### src/rtl/cpu_pkg.sv
// Shared types and defaults for the ExceptioNull CPU stage sequencer.
package cpu_pkg;

    typedef enum logic [3:0] {
        S_HALT   = 4'd0,
        S_FETCH  = 4'd1,
        S_DECODE = 4'd2,
        S_REGRD  = 4'd3,
        S_EXEC   = 4'd4,
        S_MEM    = 4'd5,
        S_WBRES  = 4'd6,
        S_WB     = 4'd7,
        S_PCUPD  = 4'd8
    } seq_state_t;

    localparam int MEM_TIMEOUT_DEF = 8;
    localparam int CNT_W_DEF       = 16;

endpackage

### src/rtl/seq_wait_timer.sv
// Counts MEM-state cycles spent waiting on mem_ready and flags the last allowed one.
module seq_wait_timer
    import cpu_pkg::*;
#(
    parameter int MEM_TIMEOUT = MEM_TIMEOUT_DEF
) (
    input  logic clk,
    input  logic rst_n,
    input  logic clear,
    input  logic mem_ready,
    output logic timeout
);

    logic [7:0] cnt_q, cnt_d;

    always_comb begin
        cnt_d = cnt_q;
        if (clear)
            cnt_d = '0;
        else if (!mem_ready)
            cnt_d = cnt_q + 8'd1;
    end

    always_ff @(posedge clk or negedge rst_n) begin
        if (!rst_n)
            cnt_q <= '0;
        else
            cnt_q <= cnt_d;
    end

    // Timeout fires on the final tolerated wait cycle; mem_ready still wins in the FSM.
    assign timeout = (cnt_q == 8'(MEM_TIMEOUT - 1));

endmodule

### src/rtl/cpu_sequencer.sv
// Multi-cycle stage sequencer with run/halt/step control and memory timeout.
// Optional performance counters enabled by defining CPU_SEQ_PERF_CNT_EN.
module cpu_sequencer
    import cpu_pkg::*;
#(
    parameter int MEM_TIMEOUT = MEM_TIMEOUT_DEF,
    parameter int CNT_W       = CNT_W_DEF
) (
    input  logic             clk,
    input  logic             rst_n,
    input  logic             run,
    input  logic             step,
    input  logic             halt_req,
    input  logic             mem_r_en,
    input  logic             mem_w_en,
    input  logic             reg_w_en,
    input  logic             mem_ready,
    output logic             fetch,
    output logic             decode,
    output logic             reg_read,
    output logic             execute,
    output logic             access_mem,
    output logic             wb_resolve,
    output logic             writeback,
    output logic             update_pc,
    output logic             halted,
    output logic             err,
    output logic [CNT_W-1:0] retired,
    output logic [CNT_W-1:0] stall_cycles
);

    seq_state_t state_q, state_d;
    logic       sstep_q, sstep_d;
    logic       err_q, err_d;
    logic [7:0] stb_q, stb_d;
    logic       halted_q;
    logic       timeout;

    seq_wait_timer #(.MEM_TIMEOUT(MEM_TIMEOUT)) u_wait (
        .clk      (clk),
        .rst_n    (rst_n),
        .clear    (state_q != S_MEM),
        .mem_ready(mem_ready),
        .timeout  (timeout)
    );

    always_comb begin
        state_d = state_q;
        sstep_d = sstep_q;
        err_d   = err_q;
        case (state_q)
            S_HALT: begin
                if (!err_q) begin
                    if (run) begin
                        state_d = S_FETCH;
                        sstep_d = 1'b0;
                    end else if (step) begin
                        state_d = S_FETCH;
                        sstep_d = 1'b1;
                    end
                end
            end
            S_FETCH:  state_d = S_DECODE;
            S_DECODE: state_d = S_REGRD;
            S_REGRD:  state_d = S_EXEC;
            S_EXEC: begin
                if (mem_r_en && mem_w_en) begin
                    err_d   = 1'b1;
                    state_d = S_HALT;
                end else if (mem_r_en || mem_w_en)
                    state_d = S_MEM;
                else if (reg_w_en)
                    state_d = S_WBRES;
                else
                    state_d = S_PCUPD;
            end
            S_MEM: begin
                if (mem_ready)
                    state_d = reg_w_en ? S_WBRES : S_PCUPD;
                else if (timeout) begin
                    err_d   = 1'b1;
                    state_d = S_HALT;
                end
            end
            S_WBRES:  state_d = S_WB;
            S_WB:     state_d = S_PCUPD;
            S_PCUPD: begin
                sstep_d = 1'b0;
                state_d = (halt_req || !run || sstep_q) ? S_HALT : S_FETCH;
            end
            default:  state_d = S_HALT;
        endcase
        // Strobes are registered from the next state so each lines up with its state.
        stb_d = (state_d == S_HALT) ? 8'd0 : (8'd1 << (state_d - 4'd1));
    end

    always_ff @(posedge clk or negedge rst_n) begin
        if (!rst_n) begin
            state_q  <= S_HALT;
            sstep_q  <= 1'b0;
            err_q    <= 1'b0;
            stb_q    <= '0;
            halted_q <= 1'b1;
        end else begin
            state_q  <= state_d;
            sstep_q  <= sstep_d;
            err_q    <= err_d;
            stb_q    <= stb_d;
            halted_q <= (state_d == S_HALT);
        end
    end

    assign fetch      = stb_q[0];
    assign decode     = stb_q[1];
    assign reg_read   = stb_q[2];
    assign execute    = stb_q[3];
    assign access_mem = stb_q[4];
    assign wb_resolve = stb_q[5];
    assign writeback  = stb_q[6];
    assign update_pc  = stb_q[7];
    assign halted     = halted_q;
    assign err        = err_q;

`ifdef CPU_SEQ_PERF_CNT_EN
    logic [CNT_W-1:0] ret_q, stall_q;

    always_ff @(posedge clk or negedge rst_n) begin
        if (!rst_n) begin
            ret_q   <= '0;
            stall_q <= '0;
        end else begin
            if (state_q == S_PCUPD)
                ret_q <= ret_q + CNT_W'(1);
            if (state_q == S_MEM && !mem_ready)
                stall_q <= stall_q + CNT_W'(1);
        end
    end

    assign retired      = ret_q;
    assign stall_cycles = stall_q;
`else
    assign retired      = '0;
    assign stall_cycles = '0;
`endif

endmodule

### config.mk
export PLATFORM = sky130hd
export DESIGN_NAME = cpu_sequencer
export DESIGN_NICKNAME = d
export VERILOG_FILES = /design/src/rtl/cpu_pkg.sv /design/src/rtl/seq_wait_timer.sv /design/src/rtl/cpu_sequencer.sv
export SDC_FILE = /design/constraint.sdc
export NUM_CORES = 1
export LEC_CHECK = 0
export ABC_CLOCK_PERIOD_IN_PS = 2020
export CAP_MARGIN = 30
export CORE_UTILIZATION = 45
export DETAILED_ROUTE_END_ITERATION = 12
export PLACE_DENSITY = 0.84
export SYNTH_ARGS = -nofsm -noshare
export SYNTH_HDL_FRONTEND = slang
export SYNTH_SLANG_ARGS = --single-unit
export TNS_END_PERCENT = 5
### constraint.sdc
create_clock -name clk -period 2.02 [get_ports clk]
set_clock_uncertainty 0.1 [all_clocks]
set_input_delay 0.303 -clock clk [delete_from_list [all_inputs] [get_ports clk]]
set_output_delay 0.303 -clock clk [all_outputs]
set_load 0.005 [all_outputs]
==> results of run 1 <==
-- metal layers --
layer,GRT usage,vias up
li1,-,485
met1,0.207,489
met2,0.213,44
met3,0.00659,6
met4,0.0918,0
met5,0,-
-- worst max-delay path, cell delays in order --
cell and delay, ps:
clkdlybuf4s50_1 420, ha_1 250, or4b_1 480, a21o_1 210, a21oi_2 190, nor2b_1 150
-- metrics by stage --
stage,setup slack [ps],instance area [sq um]
after detailed placement,-164,1550
after CTS,157,1580
after global placement,-122,1550
after floorplan,390,1550
after global routing,57.1,1580
final,153,1580
-- cell families (layout without fill, tap and decap cells) --
| group | count (synthesis) | count (layout) | share of synthesized area |
|---|---|---|---|
| AND/OR/NAND/NOR | 46 | 46 | 0.196 |
| buffers and inverters | 46 | 34 | 0.207 |
| other | 1 | 32 | 0.00262 |
| multiplexers | 1 | 1 | 0.00698 |
| AO/OA/AOI/OAI | 21 | 21 | 0.110 |
| flip-flops | 23 | 23 | 0.402 |
| adder cells (fa/ha/maj) | 3 | 3 | 0.0262 |
| XOR/XNOR | 8 | 8 | 0.0489 |
-- synthesized netlist by cell type, types with 4 or more instances --
cell type and n:
nand2_1 4, dfrtp_1 22, nor2_1 12, buf_4 32
a31oi_1 4, nand3_1 4, inv_1 7, xor2_1 7
-- final timing paths --
check	endpoint	cells past startpoint	slack, ps	startpoint
min reg2reg	err	2	470	err
max	stb_q[7]	6	150	mem_r_en
min	u_wait.cnt_q[0]	2	220	rst_n
min in group clk	err	2	470	err
max reg2reg	stb_q[7]	4	190	state_q[0]
max in group asynchronous	halted	2	1320	rst_n
-- registers in the layout (all words and copies together) (netlist names) --
signal	count
sstep_q	1
err	1
state_q	4
u_wait.cnt_q	8
stb_q	8
halted	1
-- final cells by class --
class / instances / share of cell area
clock inverter: 1 / 0.00317
clock buffer: 3 / 0.0143
tap: 44 / 0.0349
sequential: 23 / 0.366
multi-input combinational: 111 / 0.429
inverter: 8 / 0.0190
timing repair buffer: 22 / 0.133
-- power groups by stage --
stage	Sequential, mW	Clock, mW	Combinational (mW)
detailed placement	0.469	0	0.0629
global placement	0.469	0	0.0620
finish	0.460	0.210	0.0632
CTS	0.460	0.217	0.0633
floorplan	0.469	0	0.0733
global route	0.461	0.233	0.0734
==> results.py, run 1 <==
metrics = {
    "timing": {
        "period_share": 0.924,
        "rsz0062_at_grt": "false",
        "max_freq_mhz": 536,
        "final_max_slew_viol_count": 0,
        "setup_viol": 0,
        "timing.final.crit_period_ps": 1870,
        "maxSlewHeadroom": 0.654,
        "hold_viol": 0,
        "fin_hold_ws_ps": 221,
        "worstMarginPinSlew_ps": 515,
        "final.setup.tns_ps": 0,
    },
    "logic_synthesis": {
        "synthCells": 149,
        "synth_top_area_share": 0.384,
        "synth_area_leaders": "dfrtp_1, buf_4, xor2_1",
        "ys_warn_count": 0,
        "synthFlopType": "dfrtp_1",
        "synth_cell_types": 46,
        "yosys.area.top_type": "dfrtp_1",
        "netlist_area_sq_um": 1430,
        "ys_ff_latch": 23,
        "async_flop_share": 1.00,
        "synth_edf_count": 0,
        "synth_seq_area_share": 0.402,
        "avgSynthCellArea_sq_um": 9.62,
    },
    "power_and_ir_drop": {
        "p_sw_frac": 0.237,
        "ir_drop_mv": 0.170,
        "p_switching_mw": 0.174,
        "power_leakage_nw": 0.755,
        "pwr-share-seq": 0.628,
        "powerDensity_nw_per_um2": 465,
        "p_comb_frac": 0.086,
        "p_total_mw": 0.733,
        "p_clk_frac": 0.286,
        "internal-power_mw": 0.560,
    },
    "outcome": {
        "status": "complete, no violations",
    },
    "route": {
        "wl_met1_microns": 1100,
        "routed-wl-met3_microns": 122,
        "drc_errors": 0,
        "routedWlPerCell_microns": 10.9,
        "drt_iter0_drc": 32,
        "first_pass_iters": 4,
        "highest_layer": "met4",
        "route.met2.wl_microns": 1030,
        "vias": 1024,
        "viasPerCell": 4.83,
        "ant_nets": 0,
        "wl_microns": 2310,
    },
    "die": {
        "ios": 51,
        "start_util": 0.474,
        "rows": 20,
        "core-area_sq_um": 3030,
        "die_area_sq_um": 3420,
        "die_x_microns": 58.5,
        "dieHeight_microns": 58.5,
    },
    "setup_path": {
        "path_max_fanout": 5,
        "worst-setup-path-type": "in -> reg",
        "worstPathRequired_ps": 2160,
        "crit_path_end_kind": "register",
        "crit_path_start_kind": "input pin",
        "arrival_ps": 2010,
    },
    "placement": {
        "dp_cells": 208,
        "gp_congestion": 0.860,
        "dp.final_hpwl_microns": 1760,
        "port-buffer-count": 18,
    },
    "clocking": {
        "htreeDepth": 1,
        "cts_resized": 0,
        "clkSinkCount": 23,
        "numCtsBuffers": 3,
        "clk_pin_slew_ps": 130,
        "cts_root_buffer": "clkbuf_4",
        "insertion_delay_ps": 300,
        "tritoncts": "done",
        "hold_buffers": 0,
        "post-cts-setup-buffers": 0,
        "cts_buffer_depth": 2,
    },
    "final_layout": {
        "regArea_sq_um": 577,
        "fillCellCount": 290,
        "area_delta_synth_final_pct": 9.95,
        "diodes": 0,
        "final_core_util": 0.521,
        "fin_nets": 181,
        "drive_above_1_share": 0.0714,
        "layout.cells.most_common": "conb_1",
        "instances_no_fill": 212,
        "final_cell_mix": "conb_1, dfrtp_1, clkdlybuf4s50_1",
        "multi_input_area_sq_um": 677,
    },
    "global_routing": {
        "grt_pass1_wl_microns": 3730,
        "grt_max_degree": 24,
        "grt_overflow": 0,
        "antenna_found_initial": 0,
        "grt_pass1_vias": 845,
        "grtUsageTotal": 0.144,
    },
    "hold_path": {
        "hp-class": "in -> async",
    },
    "flow_run": {
        "max_cap_viol_count": 0,
    },
}
(Power assumes the default switching activity.)
==> inputs of run 2 (changes only) <==
- TNS_END_PERCENT: 5 -> 100
==> results of run 2 <==
Same layout as run 1: the final DEF is identical, and so are final timing and power.
